$ cat config.mk
export PLATFORM = sky130hd
export DESIGN_NAME = audio_minmax_sched
export DESIGN_NICKNAME = d
export VERILOG_FILES = /design/src/rtl/audio_pkg.sv /design/src/rtl/audio_minmax_sched_accum.sv /design/src/rtl/audio_minmax_sched.sv
export SDC_FILE = /design/constraint.sdc
export NUM_CORES = 1
export LEC_CHECK = 0
export ABC_AREA = 1
export CAP_MARGIN = 20
export CORE_ASPECT_RATIO = 1.5
export CORE_MARGIN = 5
export CORE_UTILIZATION = 30
export DETAILED_ROUTE_END_ITERATION = 10
export PLACE_DENSITY = 0.52
export SYNTH_ARGS = -nofsm -noshare
export SYNTH_HDL_FRONTEND = slang
export SYNTH_SLANG_ARGS = --single-unit
export TNS_END_PERCENT = 20
$ cat constraint.sdc
create_clock -name clk -period 2.9 [get_ports clk]
set_clock_uncertainty 0.2 [all_clocks]
set_input_delay 0.29 -clock clk [delete_from_list [all_inputs] [get_ports clk]]
set_output_delay 0.29 -clock clk [all_outputs]
set_load 0.005 [all_outputs]
$ cat src/rtl/audio_pkg.sv
// Shared defaults and FSM state encoding for the audio min/max scan engine.
package audio_pkg;
  localparam int N_SAMPLES_DEF = 100;
  localparam int SAMPLE_W_DEF  = 32;
  localparam int ADDR_W_DEF    = 7;

  typedef enum logic [1:0] {
    ST_IDLE  = 2'd0,
    ST_READ  = 2'd1,
    ST_DRAIN = 2'd2,
    ST_DONE  = 2'd3
  } state_e;
endpackage

$ cat src/rtl/audio_minmax_sched_accum.sv
// Running signed min/max over a stream of samples; a flagged first sample seeds both.
module minmax_accum
  import audio_pkg::*;
#(
  parameter int SAMPLE_W = SAMPLE_W_DEF
) (
  input  logic                clk,
  input  logic                reset,
  input  logic                clear,
  input  logic                valid,
  input  logic [SAMPLE_W-1:0] sample,
  output logic [SAMPLE_W-1:0] cur_max,
  output logic [SAMPLE_W-1:0] cur_min
);
  logic signed [SAMPLE_W-1:0] max_q, max_d, min_q, min_d;
  logic signed [SAMPLE_W-1:0] s;

  assign s = sample;

  // Strict compares: a tie keeps the value already held.
  always_comb begin
    max_d = max_q;
    min_d = min_q;
    if (valid) begin
      if (clear) begin
        max_d = s;
        min_d = s;
      end else begin
        if (s > max_q) max_d = s;
        if (s < min_q) min_d = s;
      end
    end
  end

  always_ff @(posedge clk or negedge reset) begin
    if (!reset) begin
      max_q <= '0;
      min_q <= '0;
    end else begin
      max_q <= max_d;
      min_q <= min_d;
    end
  end

  assign cur_max = max_q;
  assign cur_min = min_q;
endmodule

$ cat src/rtl/audio_minmax_sched.sv
// Two-requester round-robin scheduler sharing one frame min/max scan engine.
module audio_minmax_sched
  import audio_pkg::*;
#(
  parameter int N_SAMPLES = N_SAMPLES_DEF,
  parameter int SAMPLE_W  = SAMPLE_W_DEF,
  parameter int ADDR_W    = ADDR_W_DEF
) (
  input  logic                clk,
  input  logic                reset,
  input  logic [1:0]          req,
  output logic                rd_en,
  output logic                rd_sel,
  output logic [ADDR_W-1:0]   rd_addr,
  input  logic [SAMPLE_W-1:0] rd_data,
  output logic [1:0]          grant,
  output logic                busy,
  output logic [1:0]          done,
  output logic                res_sel,
  output logic [SAMPLE_W-1:0] out_max,
  output logic [SAMPLE_W-1:0] out_min
);
  localparam logic [ADDR_W-1:0] LAST = ADDR_W'(N_SAMPLES - 1);

  state_e              state_q, state_d;
  logic [1:0]          grant_q, grant_d;
  logic                sel_q, sel_d;
  logic                ptr_q, ptr_d;
  logic [ADDR_W-1:0]   addr_q, addr_d;
  logic                vld_q, first_q;
  logic                res_sel_q;
  logic [SAMPLE_W-1:0] out_max_q, out_min_q;
  logic [SAMPLE_W-1:0] cur_max, cur_min;
  logic                win;

  // ptr_q names the requester favoured on a tie.
  assign win = req[1] & (~req[0] | ptr_q);

  always_comb begin
    state_d = state_q;
    grant_d = grant_q;
    sel_d   = sel_q;
    ptr_d   = ptr_q;
    addr_d  = addr_q;
    case (state_q)
      ST_IDLE: if (|req) begin
        state_d = ST_READ;
        sel_d   = win;
        grant_d = win ? 2'b10 : 2'b01;
        addr_d  = '0;
      end
      ST_READ: if (addr_q == LAST) state_d = ST_DRAIN;
               else addr_d = addr_q + 1'b1;
      ST_DRAIN: state_d = ST_DONE;
      ST_DONE: begin
        state_d = ST_IDLE;
        grant_d = 2'b00;
        ptr_d   = ~sel_q;
      end
      default: state_d = ST_IDLE;
    endcase
  end

  always_ff @(posedge clk or negedge reset) begin
    if (!reset) begin
      state_q   <= ST_IDLE;
      grant_q   <= 2'b00;
      sel_q     <= 1'b0;
      ptr_q     <= 1'b0;
      addr_q    <= '0;
      vld_q     <= 1'b0;
      first_q   <= 1'b0;
      res_sel_q <= 1'b0;
      out_max_q <= '0;
      out_min_q <= '0;
    end else begin
      state_q <= state_d;
      grant_q <= grant_d;
      sel_q   <= sel_d;
      ptr_q   <= ptr_d;
      addr_q  <= addr_d;
      // Sample returns one cycle after the strobe; track which one is address 0.
      vld_q   <= rd_en;
      first_q <= rd_en && (addr_q == '0);
      if (state_q == ST_DONE) begin
        res_sel_q <= sel_q;
        out_max_q <= cur_max;
        out_min_q <= cur_min;
      end
    end
  end

  minmax_accum #(.SAMPLE_W(SAMPLE_W)) u_accum (
    .clk     (clk),
    .reset   (reset),
    .clear   (first_q),
    .valid   (vld_q),
    .sample  (rd_data),
    .cur_max (cur_max),
    .cur_min (cur_min)
  );

  assign rd_en   = (state_q == ST_READ);
  assign rd_sel  = sel_q;
  assign rd_addr = addr_q;
  assign grant   = grant_q;
  assign busy    = (state_q != ST_IDLE);
  assign done    = (state_q == ST_DONE) ? (sel_q ? 2'b10 : 2'b01) : 2'b00;
  assign res_sel = res_sel_q;
  assign out_max = out_max_q;
  assign out_min = out_min_q;
endmodule

==> flow_metrics.env <==
export IMPL_drc_errors=0
export IMPL_cp_max_fo=32
export IMPL_period_share=0.834
export IMPL_vdd_drop_max_v=0.00103
export IMPL_synth_top_cell_area_share=0.497
export IMPL_total_leakage_power_nw=4.69
export IMPL_crit_path_start_kind="flip-flop"
export IMPL_drt_pass1_iterations=6
export IMPL_wl_um=19200
export IMPL_clkLatencyLatePin_ns=0.43
export IMPL_dp_cells=1275
export IMPL_worstReg2RegEnd="u_accum.cur_min[6]$_DFFE_PN0P_"
export IMPL_diodes=0
export IMPL_num_vias=5834
export IMPL_status="completed"
export IMPL_cts_inserted_buffers=17
export IMPL_post_cts_resized=0
export IMPL_ctsLongestPathBuffers=2
export IMPL_initial_core_util=0.305
export IMPL_grt_util_all_layers=0.149
export IMPL_ys_warn_count=0
export IMPL_grt_pass1_wl_um=32200
export IMPL_cts_root_buffer="clkbuf_16"
export IMPL_slew_headroom=0.671
export IMPL_synth_cell_types=26
export IMPL_reg2reg_from="u_accum.cur_min[5]$_DFFE_PN0P_"
export IMPL_arrival_ns=2.58
export IMPL_core_area_mm2=0.0237
export IMPL_wl_per_cell_um=14.7
export IMPL_async_flop_share=1.00
export IMPL_yosys_area_top_type="dfrtp_1"
export IMPL_max_freq_mhz=414
export IMPL_worstPathRequired_ns=3.06
export IMPL_slew_violations=0
export IMPL_r2r_cells=15
export IMPL_syn_area_mm2=0.00724
export IMPL_syn_area_per_cell_um2=8.49
export IMPL_grt_overflow=0
export IMPL_synth_ff_type="dfrtp_1"
export IMPL_path_clk_slew_ns=0.06
export IMPL_final_cells=1308
export IMPL_grt_pass1_vias=6104
export IMPL_critical_path_endpoint_type="flip-flop"
export IMPL_io_buffers=114
export IMPL_synth_area_leaders="dfrtp_1 50%, nand2_1 14%, ha_1 12%"
export IMPL_drive_above_1_share=0.0637
export IMPL_power_density_mw_per_mm2=1100
export IMPL_syn_to_final_growth_pct=31.0
export IMPL_r2r_slack_ns=0.48
export IMPL_synth_common_cells="274 x nand2_1, 144 x dfrtp_1, 93 x inv_1, 76 x nand3_1, 75 x o21ai_0"
export IMPL_postRouteAntennaNets=0
export IMPL_gp_congestion=0.793
export IMPL_yosysMostFrequentCell="nand2_1"
export IMPL_critical_path_class="flip-flop to flip-flop"
export IMPL_hold_viol=0
export IMPL_yosysSeqAreaShare=0.497
export IMPL_std_cell_rows=69
export IMPL_syn_num_nets=958
export IMPL_finalSetupViolations=0
export IMPL_grt_antenna_before_repair=0
export IMPL_synth_seq_cells=144
export IMPL_avgViaCountPerCell=4.46
export IMPL_clock_sinks=144
export IMPL_drt_iter0_markers=261
export IMPL_dp_final_hpwl_um=13800
export IMPL_cts_tree="built"
export IMPL_die_w_um=137
export IMPL_tightest_slew_ns=0.492
export IMPL_die_area_mm2=0.0274
export IMPL_postSynthCellCount=853
export IMPL_die_h_um=200
export IMPL_synth_edff_count=0
export IMPL_io_pins=115
export IMPL_nets=1081
export IMPL_maxCapViolations=0
export IMPL_setup_tns_ns=0
export IMPL_grt_max_degree=129
export IMPL_rsz0062_at_grt="false"
export IMPL_htreeDepth=4
export IMPL_timing_final_crit_period_ns=2.42
export IMPL_hp_class="primary input to async pin"
[layer usage]
layer / track usage / up-vias / share of wire
li1: - / 3003 / -
met1: 0.178 / 2707 / 0.43
met2: 0.257 / 95 / 0.51
met3: 0.0354 / 29 / 0.042
met4: 0.0539 / 0 / 0.022
met5: 0 / - / 0
[layout make-up]
class | count | area (µm²)
timing repair buffer | 137 | 1370
multi-input combinational | 582 | 3120
inverter | 94 | 354
tap | 319 | 399
clock buffer | 19 | 433
fill | 2382 | 14300
sequential | 144 | 3600
clock inverter | 13 | 209
[worst max-delay path, stage by stage, from the launching register on]
cell and delay [ns]:
dfrtp_1 0.38, inv_1 0.09, ha_1 0.25, a21oi_1 0.15, nor2_1 0.06, nor3_1 0.16
nand2_1 0.09, nand2_1 0.06, nand2_1 0.07, nand2_1 0.08, nand2_1 0.05, nand2_1 0.09
nand3_4 0.09, nand2_4 0.34, nand2_1 0.10, nand2_1 0.08
[state kept, by name, summed over array words and instances (netlist names)]
| register | cells |
|---|---|
| first_q | 1 |
| grant | 2 |
| out_max | 32 |
| out_min | 32 |
| ptr_q | 1 |
| rd_addr | 7 |
| rd_sel | 1 |
| res_sel | 1 |
| state_q | 2 |
| u_accum.cur_max | 32 |
| u_accum.cur_min | 32 |
| vld_q | 1 |
[kinds of logic (layout without fill, tap and decap cells)]
group / count (synthesis) / after routing / share of synthesized area
adder cells (fa/ha/maj): 69 / 69 / 0.119
multiplexers: 1 / 1 / 0.00155
AO/OA/AOI/OAI: 121 / 121 / 0.0860
flip-flops: 144 / 144 / 0.497
AND/OR/NAND/NOR: 391 / 391 / 0.224
buffers and inverters: 127 / 263 / 0.0717
[metrics by stage]
stage / cell area (µm²) / utilization / setup WS (ns) / total power, mW / hold WS (ns)
2_1_floorplan: 7240 / - / 0.856 / 6.06 / -0.206
3_3_place_gp: 8840 / 0.372 / 0.0391 / 8.03 / 0.0672
3_5_place_dp: 8840 / 0.372 / 0.00658 / 8.11 / 0.0681
4_1_cts: 9490 / 0.400 / 0.406 / 10.6 / 0.172
5_1_grt: 9490 / 0.400 / 0.186 / 11.4 / 0.195
6_report: 9490 / 0.400 / 0.482 / 10.4 / 0.156
[how the worst max path moves through the flow]
stage	cells after the start	to	slack (ns)	start
after floorplan	6	done[0]	0.86	state_q[0]$_DFFE_PN0P_
after global placement	15	u_accum.cur_min[23]$_DFFE_PN0P_	0.04	rd_data[5]
after detailed placement	15	u_accum.cur_min[27]$_DFFE_PN0P_	0.007	rd_data[5]
after CTS	15	u_accum.cur_min[27]$_DFFE_PN0P_	0.41	u_accum.cur_min[5]$_DFFE_PN0P_
after global routing	14	u_accum.cur_min[23]$_DFFE_PN0P_	0.19	u_accum.cur_min[5]$_DFFE_PN0P_
final	15	u_accum.cur_min[6]$_DFFE_PN0P_	0.48	u_accum.cur_min[5]$_DFFE_PN0P_
[where the power goes]
part	leakage (nW)	switching (mW)	internal, mW	total [mW]
combinational	2.55	2.61	1.98	4.59
sequential	1.83	0.498	2.89	3.38
clock	0.304	0.892	1.53	2.42
[repair_timing]
action / in CTS / in global routing
hold buffers: 1 / 0
endpoints found under the hold margin: 42 / 0
buffers inserted: 0 / 0
[cells in the final DEF (no fill, tap or decap), drive strengths merged]
| cell | instances |
|---|---|
| clkdlybuf4s50 | 113 |
| bufinv | 5 |
| nand4 | 5 |
| nand2 | 277 |
| nand3 | 78 |
| o211ai | 1 |
| a21o | 1 |
| a21oi | 38 |
| nor3 | 7 |
| mux2 | 1 |
| clkinvlp | 3 |
| o21ai | 75 |
| clkbuf | 19 |
| dfrtp | 144 |
| clkinv | 3 |
| o21a | 4 |
| dlygate4sd3 | 1 |
| nor2 | 22 |
| buf | 23 |
| o22ai | 2 |
| inv | 96 |
| nor4 | 2 |
| ha | 69 |
(Power assumes the default switching activity.)
